File: src/rtl/ram_arbiter_pkg.sv
// Shared encodings for the single-port RAM arbiter: FSM states, port IDs and default widths.
package ram_arbiter_pkg;

  localparam int DEF_DATA_W = 16;
  localparam int DEF_ADDR_W = 8;

  typedef enum logic [1:0] {
    IDLE    = 2'd0,
    ACCESS  = 2'd1,
    CAPTURE = 2'd2
  } state_t;

  localparam logic PORT_FETCH = 1'b0;
  localparam logic PORT_DATA  = 1'b1;

endpackage

File: src/rtl/ram_arbiter_rr_arbiter2.sv
// Combinational two-port grant: round-robin against the last owner, or fixed
// load/store priority on ties.
module rr_arbiter2
  import ram_arbiter_pkg::*;
(
  input  logic f_req,
  input  logic d_req,
  input  logic last_owner,
  input  logic data_priority,
  output logic grant_vld,
  output logic grant_port
);

  always_comb begin
    grant_vld  = f_req | d_req;
    grant_port = PORT_FETCH;
    if (f_req && d_req)
      grant_port = data_priority ? PORT_DATA : ~last_owner;
    else if (d_req)
      grant_port = PORT_DATA;
  end

endmodule

File: src/rtl/ram_arbiter.sv
// Shares a single-port registered-address RAM between instruction fetch and
// load/store, giving each a req/ack handshake with registered read data.
module ram_arbiter
  import ram_arbiter_pkg::*;
#(
  parameter int DATA_W        = DEF_DATA_W,
  parameter int ADDR_W        = DEF_ADDR_W,
  parameter bit DATA_PRIORITY = 1'b0
) (
  input  logic              clk,
  input  logic              rst,
  input  logic              f_req,
  input  logic [ADDR_W-1:0] f_addr,
  output logic              f_ack,
  output logic [DATA_W-1:0] f_rdata,
  input  logic              d_req,
  input  logic              d_we,
  input  logic [ADDR_W-1:0] d_addr,
  input  logic [DATA_W-1:0] d_wdata,
  output logic              d_ack,
  output logic [DATA_W-1:0] d_rdata,
  output logic [ADDR_W-1:0] ram_address,
  output logic [DATA_W-1:0] ram_data,
  output logic              ram_write_enable,
  input  logic [DATA_W-1:0] ram_out,
  output logic              busy,
  output logic              owner
);

  state_t state, next_state;

  logic              f_req_m, d_req_m;
  logic              gnt_vld, gnt_port;
  logic [ADDR_W-1:0] lat_addr_p0;
  logic              lat_we_p0;
  logic [DATA_W-1:0] lat_wdata_p0;

  // A port is not re-granted in the cycle its own ack is showing.
  assign f_req_m = f_req & ~f_ack;
  assign d_req_m = d_req & ~d_ack;

  rr_arbiter2 u_arb (
    .f_req         (f_req_m),
    .d_req         (d_req_m),
    .last_owner    (owner),
    .data_priority (DATA_PRIORITY),
    .grant_vld     (gnt_vld),
    .grant_port    (gnt_port)
  );

  always_ff @(posedge clk or negedge rst) begin
    if (!rst) state <= IDLE;
    else      state <= next_state;
  end

  always_comb begin
    next_state = state;
    case (state)
      IDLE:    if (gnt_vld) next_state = ACCESS;
      ACCESS:  next_state = CAPTURE;
      CAPTURE: next_state = IDLE;
      default: next_state = IDLE;
    endcase
  end

  // Write strobe decoded from state so reset drops it without waiting for a clock.
  always_comb begin
    busy             = (state != IDLE);
    ram_write_enable = (state == ACCESS) && lat_we_p0;
  end

  assign ram_address = lat_addr_p0;
  assign ram_data    = lat_wdata_p0;

  // Grant stage: capture the winner's request.
  always_ff @(posedge clk or negedge rst) begin
    if (!rst) begin
      owner        <= PORT_DATA;
      lat_addr_p0  <= '0;
      lat_we_p0    <= 1'b0;
      lat_wdata_p0 <= '0;
    end else if (state == IDLE && gnt_vld) begin
      owner        <= gnt_port;
      lat_addr_p0  <= (gnt_port == PORT_DATA) ? d_addr : f_addr;
      lat_we_p0    <= (gnt_port == PORT_DATA) && d_we;
      lat_wdata_p0 <= (gnt_port == PORT_DATA) ? d_wdata : '0;
    end
  end

  // Capture stage: RAM output is valid, register it and raise the owner's ack.
  always_ff @(posedge clk or negedge rst) begin
    if (!rst) begin
      f_ack   <= 1'b0;
      d_ack   <= 1'b0;
      f_rdata <= '0;
      d_rdata <= '0;
    end else begin
      f_ack <= (state == CAPTURE) && (owner == PORT_FETCH);
      d_ack <= (state == CAPTURE) && (owner == PORT_DATA);
      if (state == CAPTURE && owner == PORT_FETCH)
        f_rdata <= ram_out;
      if (state == CAPTURE && owner == PORT_DATA && !lat_we_p0)
        d_rdata <= ram_out;
    end
  end

endmodule

File: config.mk
export PLATFORM = sky130hd
export DESIGN_NAME = ram_arbiter
export DESIGN_NICKNAME = d
export VERILOG_FILES = /design/src/rtl/ram_arbiter_pkg.sv /design/src/rtl/ram_arbiter_rr_arbiter2.sv /design/src/rtl/ram_arbiter.sv
export SDC_FILE = /design/constraint.sdc
export NUM_CORES = 1
export LEC_CHECK = 0
export ABC_AREA = 0
export CAP_MARGIN = 20
export CORE_UTILIZATION = 30
export DETAILED_ROUTE_END_ITERATION = 10
export PLACE_DENSITY_LB_ADDON = 0.2
export SYNTH_ARGS = -nofsm -noshare
export SYNTH_HDL_FRONTEND = slang
export SYNTH_SLANG_ARGS = --single-unit
File: constraint.sdc
create_clock -name clk -period 3.5 [get_ports clk]
set_input_delay 0.875 -clock clk [delete_from_list [all_inputs] [get_ports clk]]
set_output_delay 0.875 -clock clk [all_outputs]
set_load 0.05 [all_outputs]
## After elaboration in Yosys (flattened, before gate mapping)

Cells that the tools add are included.

| word-level totals | value |
|---|---|
| flip-flop bits (word level) | 62 |
| bits of input ports | 53 |
| output and inout bits | 61 |
| word-level logic and storage cells | 34 |

| operators by class | value |
|---|---|
| equal/unequal tests | 3 |
| multiplexer cells | 6 |
| bitwise logic cells | 6 |
| reductions and logical operators | 10 |

Operators with widths:

| operator | number |
|---|---|
| 2-to-1 mux 16 bit | 1 |
| 2-to-1 mux 8 bit | 1 |
| logical AND 1 bit | 7 |
| case mux 2 bit (2 select lines) | 1 |
| inverter 1 bit | 3 |
| bitwise AND 1 bit | 2 |
| == test 2 x 1 -> 1 bit, second input constant | 1 |
| == test 2 bit, second input constant | 1 |
| zero test 2 bit | 1 |
| 2-to-1 mux 1 bit | 2 |
| 2-to-1 mux 2 bit | 1 |
| != test 2 bit, second input constant | 1 |
| nonzero test 2 bit | 1 |
| zero test 1 bit | 1 |
| OR 1 bit | 1 |

## Logic depth before layout (Yosys ltp)

Gate-level depths: netlist of run 1.

| logic depth | value |
|---|---|
| word-level depth | 5 |
| mapped depth | 6 |
| gate-level depth less buffers | 4 |

## Cells and area by module

Synthesis of run 1 repeated with hierarchy kept, for this count alone.

| unflattened totals | value |
|---|---|
| cell total of the unflattened synthesis | 185 |
| area total of the unflattened synthesis | 2,628.8 um^2 |

Modules (own cells, without submodules):

| module | instances | cells each | area an instance (um^2) | seq. area each (um^2) |
|---|---|---|---|---|
| ram_arbiter | 1 | 181 | 2,608.8 | 1,552.7 |
| rr_arbiter2 | 1 | 4 | 20.0 | 0.0 |

## Worst setup path after synthesis of run 1

OpenSTA, ideal clock, no wires.

| timing path | value |
|---|---|
| path type | input port to flip-flop |
| from | input port f_req |
| to | register lat_wdata_p0[10], in the netlist ram_data[10] |
| setup time | 121 ps |
| arrival | 1,734 ps |
| data required time | 3,379 ps |
| path slack | 1,645 ps |
| stages | 6 |
| path buffers | 3 |
| cells stage by stage | nand2b_1 buf_2 a21o_1 buf_6 buf_6 a22o_2 |

| on the way | value |
|---|---|
| cells in the longest elaborated chain, start to end | 4 |
| elaborated cells on any way between the ends | 6 |
| those cells by class | mux (2); bitwise (2); reduce/logical (2) |

RTL lines:

| what | RTL line | RTL |
|---|---|---|
| from (decl) | ram_arbiter.sv:12 | `input logic f_req,` |
| bitwise AND 1 bit (*) | ram_arbiter.sv:39 | `assign f_req_m = f_req & ~f_ack;` |
| logical AND 1 bit | ram_arbiter_rr_arbiter2.sv:17 | `if (f_req && d_req)` |
| 2-to-1 mux 1 bit | ram_arbiter_rr_arbiter2.sv:17 |  |
| 2-to-1 mux 16 bit | ram_arbiter.sv:86 | `lat_wdata_p0 <= (gnt_port == PORT_DATA) ? d_wdata : '0;` |
| to (signal assigned) | ram_arbiter.sv:86 |  |
| to (decl) | ram_arbiter.sv:36 | `logic [DATA_W-1:0] lat_wdata_p0;` |

Mark *: on every way between the ends. The rest lies on a longest branch, timed or not.
A chain may end at the register's enable or synchronous reset.

## Worst setup path after layout of run 1

| timing path | value |
|---|---|
| from | register state[0] |
| to | output port busy |

| on the way | value |
|---|---|
| cells in the longest elaborated chain, start to end | 1 |

RTL lines:

| what | RTL line | RTL |
|---|---|---|
| from (decl) | ram_arbiter.sv:30 | `state_t state, next_state;` |
| from (signal assigned) | ram_arbiter.sv:53 | `else state <= next_state;` |
| nonzero test 2 bit | ram_arbiter.sv:68 | `busy = (state != IDLE);` |
| to (decl) | ram_arbiter.sv:26 | `output logic busy,` |

Every way passes these cells.

==> flow_summary_export.csv, run 1 <==
group,metric,value,unit
status,outcome,"complete, no violations",
logic_synthesis,ys_top_cells_by_area,"dfrtp_1 (60%), mux2_2 (13%), a22o_2 (3.6%)",
logic_synthesis,synth_most_common_cell,"dfrtp_1",
logic_synthesis,synth_area,2530,um^2
floorplan,initial_core_util,31.0,%
critical_path,cp_slowest_cell,"clkdlybuf4s50_1",
logic_synthesis,syn_area_per_cell,15.1,um^2
timing,whs,0.469,ns
timing,skew,0.00914,ns
routing,routed_via_density,4.82,
timing,final.setup.tns,0,ns
grt,grt_max_degree,25,
floorplan,num_rows,33,
critical_path,slowest_delay,0.89,ns
logic_synthesis,ys_ff_latch,62,
grt,gr-total-overflow,0,
clocking,postCtsSetupRepairBufs,0,
final_layout,finalNonFillerCells,397,
clocking,clk_pin_slew_worst_paths,0.06,ns
critical_path,cp-startpoint,"state[0]",
placement,dp_cells,382,
final_layout,antennaDiodeCount,0,
logic_synthesis,synth.net_count,221,
timing,fin_crit_sh,81.3,%
power,max-vdd-ir-drop,481,uV
routing,drt_iter0_markers,48,
critical_path,crit_arrival,1.97,ns
critical_path,worstSetupStartpointType,"register",
clocking,clk_latency,0.33,ns
clocking,cts_tree,"done",
grt,grt_pass1_vias,1905,
timing,rsz0062_at_grt,"no",
clocking,htreeDepth,3,
floorplan,dieHeight,93.9,um
critical_path,crit_family,"buffers and inverters",
routing,antenna_left,0,
power,p_per_area,1130,nW/um^2
clocking,cts_root_buf,"clkbuf_8",
timing,period_needed,2.85,ns
routing,vias,1913,
power,p_leak,0.00166,uW
critical_path,endpoint_kind,"primary output",
routing,avgRoutedWirePerCell,15.6,um
timing,setup_viol,0,
worst_hold_path,hold_path.class,"register to register",
grt,grt_usage,15.0,%
routing,drc,0,
logic_synthesis,synth_common_cells,"dfrtp_1 (61), mux2_2 (30), a22o_2 (9), and3b_1 (9)",
floorplan,die_area,8810,um^2
timing,hold_viol,0,
clocking,numCtsBuffers,9,
final_layout,drive_gt1_share,22.3,%
logic_synthesis,synth_ff_type,"dfrtp_1",
critical_path,worstSetupPathType,"register to primary output",
grt,antenna_found_initial,0,
logic_synthesis,yosysWarnings,0,
critical_path,critical_path_required,2.62,ns
timing,max_freq,0.351,GHz
floorplan,io_pins,114,
final_layout,syn_to_final_growth,55.4,%
logic_synthesis,ys_async_sr_fraction,100,%
logic_synthesis,synth_top_cell_area_share,60.3,%
logic_synthesis,synthCells,168,
clocking,cts.sinks,62,
placement,portBuffers,113,
routing,drt_wl_total,6.20,mm
clocking,cts_buffer_depth,2,
critical_path,critPathMaxFanout,11,
critical_path,worstReg2RegStart,"state[0]",
timing,slew_headroom,53.5,%
logic_synthesis,synth_edf_count,0,
flow_run,maxCapViolations,0,
logic_synthesis,synth-seq-area-share,61.3,%
clocking,cts_hold_buffers,0,
floorplan,core_area,8180,um^2
worst_hold_path,hold_start,"state[1]",
grt,grt_pass1_wl,9.87,mm
floorplan,fp.dieW,93.9,um
critical_path,path_cells,"or2_1, clkdlybuf4s50_1",
final_layout,fin_nets,341,
logic_synthesis,yosys.area.top_type,"dfrtp_1",
timing,slew_violations,0,
critical_path,crit_buf_inv,1,
timing,tightestPinTransition,0.695,ns
clocking,ctsResizeCount,0,
routing,drt-pass1-iter-count,5,
logic_synthesis,yosysUniqueCellTypes,25,
placement,dp_hpwl,4.52,mm
placement,gp_congestion,0.742,
## area by class of cell
cell class	instances	area [um^2]
clock buffers	11	141
clock inverters	4	47.5
fillers	747	4240
inverters	1	3.75
multi-input cells	94	878
flip-flops and latches	62	1550
well taps	105	131
repair buffers	120	1180
## kinds of logic after synthesis
logic type	after synthesis	share of synthesized area, %
compound gates	43	14.0
mux	32	14.2
flops	62	61.3
buf+inv	12	3.95
simple gates	19	6.43
## worst register-to-register path, cell delays in order, from the launching register on
cell	delay, ns
dfrtp_1	0.40
or2_1	0.39
nor3_4	0.66
a22o_2	0.25
## layout by cell type (no fill, tap or decap), drive strengths merged, types with 2 or more instances in the layout
master         count
a22o              17
a2bb2oi            8
clkbuf            11
nand2b             2
o21ai              8
dfrtp             61
clkdlybuf4s50    112
and3b             10
mux2              32
buf                8
clkinv             3
nor2b              2
a221oi             8
a21o               2
## flip-flops by register name, indices dropped and copies added, names as in the netlist, 2 cells and up
register / flops
d_rdata: 16
f_rdata: 16
ram_address: 8
ram_data: 16
state: 2
## stage by stage
stage	setup slack (ns)	cell area [um^2]	total power (uW)	utilization [%]
after floorplan	1.64	2530	3040	-
after global placement	0.865	3740	3870	45.8
after detailed placement	0.850	3740	3890	45.8
after CTS	0.618	3930	4520	48.1
after global routing	0.564	3930	4670	48.1
final	0.654	3930	4460	48.1
## metal layers
metal  track usage, %  up-vias  routed length, um
li1                 -      876                  -
met1             19.4      947               2710
met2             22.1       79               2880
met3             4.94       11                492
met4             7.69        0                112
met5                0        -                  0
## worst paths after layout
kind / cells past startpoint / slack (ns) / end
min in group asynchronous: 1 / 0.50 / d_rdata[0]
setup reg to reg: 3 / 1.74 / ram_data[9]
hold reg to reg: 1 / 0.47 / state[1]
setup / recovery: 2 / 0.65 / busy
max in group asynchronous: 2 / 2.28 / f_rdata[1]
hold / removal: 1 / 0.47 / state[1]
## power by group
part	switching [uW]	leakage (uW)	internal [uW]	total [uW]
logic	1620	0.000808	984	2610
registers	192	0.000755	1060	1250
clock network	260	0.0000952	342	602
total	2070	0.00166	2380	4460
No activity file was read; power rests on OpenSTA's default activity.
==> inputs of run 2 (changes only) <==
==> constraint.sdc (replaced) <==
create_clock -name clk -period 2.6 [get_ports clk]
set_input_delay 0.65 -clock clk [delete_from_list [all_inputs] [get_ports clk]]
set_output_delay 0.65 -clock clk [all_outputs]
set_load 0.05 [all_outputs]
==> flow_summary_export.csv, run 2 (synthesis gave the netlist of run 1 again) <==
group,metric,value,unit
final_layout,regArea,1550,um^2
clocking,cts_buffer_depth,2,
clocking,cts_root_buf,"clkbuf_8",
status,outcome,"complete, no violations",
grt,grt_max_degree,63,
critical_path,critPathMaxFanout,6,
clocking,cts.sinks,62,
routing,vias,1900,
clocking,clk_latency,0.33,ns
final_layout,mostFrequentLayoutCells,"clkdlybuf4s50_1 (111), dfrtp_1 (61), mux2_2 (30)",
floorplan,num_rows,33,
floorplan,initial_core_util,31.0,%
power,p_per_area,1550,nW/um^2
final_layout,antennaDiodeCount,0,
clocking,numCtsBuffers,9,
placement,gp_congestion,0.783,
flow_run,maxCapViolations,0,
critical_path,worstSetupPathType,"register to primary output",
power,switching_share,45.3,%
power,seqPwrFrac,27.3,%
critical_path,worstSetupStartpointType,"register",
clocking,cts_tree,"done",
final_layout,fin_nets,340,
floorplan,die_area,8810,um^2
grt,grt_pass1_vias,1889,
placement,preCtsSetupSlack,0.233,ns
timing,rsz0062_at_grt,"no",
timing,finalWorstSetupSlack,0.192,ns
final_layout,multi_input_area,878,um^2
timing,tightestPinTransition,0.731,ns
clocking,htreeDepth,3,
final_layout,drive_gt1_share,22.3,%
power,p_comb_share,57.0,%
floorplan,fp.dieW,93.9,um
critical_path,path_cells,"clkdlybuf4s50_1",
timing,max_freq,0.415,GHz
routing,antenna_left,0,
timing,hold_viol,0,
timing,final.setup.tns,0,ns
clocking,clk_pin_slew_worst_paths,0.07,ns
timing,setup_viol,0,
critical_path,slowest_delay,0.84,ns
critical_path,crit_family,"buffers and inverters",
power,max-vdd-ir-drop,997,uV
final_layout,final_area,3990,um^2
final_layout,final_common_cell,"clkdlybuf4s50_1",
floorplan,io_pins,114,
worst_hold_path,hold_path.class,"input pin to async pin",
placement,place_area,3750,um^2
routing,avgRoutedWirePerCell,15.6,um
grt,antenna_found_initial,0,
routing,drc,0,
timing,period_needed,2.41,ns
critical_path,crit_buf_inv,1,
routing,routed_via_density,4.79,
grt,grt_usage,14.7,%
timing,slew_violations,0,
final_layout,n_fill_cell,738,
power,internal_power,3380,uW
critical_path,endpoint_kind,"primary output",
clocking,cts_hold_buffers,0,
power,clockPowerShare,15.7,%
clocking,postCtsSetupRepairBufs,0,
critical_path,critical_path_required,1.95,ns
routing,drt-pass1-iter-count,4,
placement,portBuffers,113,
floorplan,dieHeight,93.9,um
routing,drt_iter0_markers,18,
power,p_leak,0.00170,uW
grt,gr-total-overflow,0,
routing,drt_wl_total,6.18,mm
critical_path,cp_slowest_cell,"clkdlybuf4s50_1",
timing,slew_headroom,51.1,%
final_layout,syn_to_final_growth,57.5,%
grt,grt_pass1_wl,9.80,mm
timing,skew,0.00762,ns
placement,dp_hpwl,4.35,mm
floorplan,core_area,8180,um^2
power,p_switching,2790,uW
timing,fin_crit_sh,92.6,%
critical_path,crit_arrival,1.76,ns
[run 2: cell count changes in the layout (fill, tap and decap cells not counted), sizes merged]
cell and delta:
buf -1, bufinv +1, clkbuf +2, clkdlybuf4s50 -1, clkinv -1, clkinvlp -1
dlymetal6s2s +1
[run 2: path summary, 6_finish.rpt]
check	cells after the start	from	slack, ns	to
setup reg to reg	4	state[0]	0.79	ram_data[11]
hold reg to reg	1	state[1]	0.47	state[1]
setup / recovery	1	owner	0.19	owner
min in group clk	1	state[1]	0.47	state[1]
hold / removal	2	rst	0.33	d_rdata[0]
max in group asynchronous	2	rst	1.97	owner
[run 2: power groups by stage]
stage / registers, uW / clock network (uW) / logic [uW]
2_1_floorplan: 3160 / 0 / 934
3_3_place_gp: 1690 / 0 / 3530
3_5_place_dp: 1700 / 0 / 3550
4_1_cts: 1690 / 1010 / 3560
5_1_grt: 1750 / 1050 / 3670
6_report: 1680 / 969 / 3520
[run 2: per-layer routing]
metal	routed length, um	GRT usage (%)	share of wire (%)
met1	2570	18.3	42
met2	3040	23.5	49
met3	491	5.91	8.0
met4	77	4.23	1.2
met5	0	0	0
[run 2: per-stage QoR]
step	std cells	hold slack, ns	utilization, %	power (uW)
floorplan	168	0.354	-	4090
global placement	381	0.459	45.9	5220
detailed placement	381	0.458	45.9	5240
CTS	397	0.323	48.7	6250
global route	397	0.343	48.8	6470
finish	397	0.326	48.8	6170
[run 2: repair_timing]
action,CTS,global route
endpoints found under the hold margin,0,0
gates resized for setup,0,1
setup endpoints to repair,0,1
[run 2: layout make-up]
cell class              instances  area share (%)
clock buffers                  13            4.24
clock inverters                 3            1.63
inverters                       1          0.0942
multi-input cells              94            22.0
flip-flops and latches         62            39.0
well taps                     105            3.30
repair buffers                119            29.8
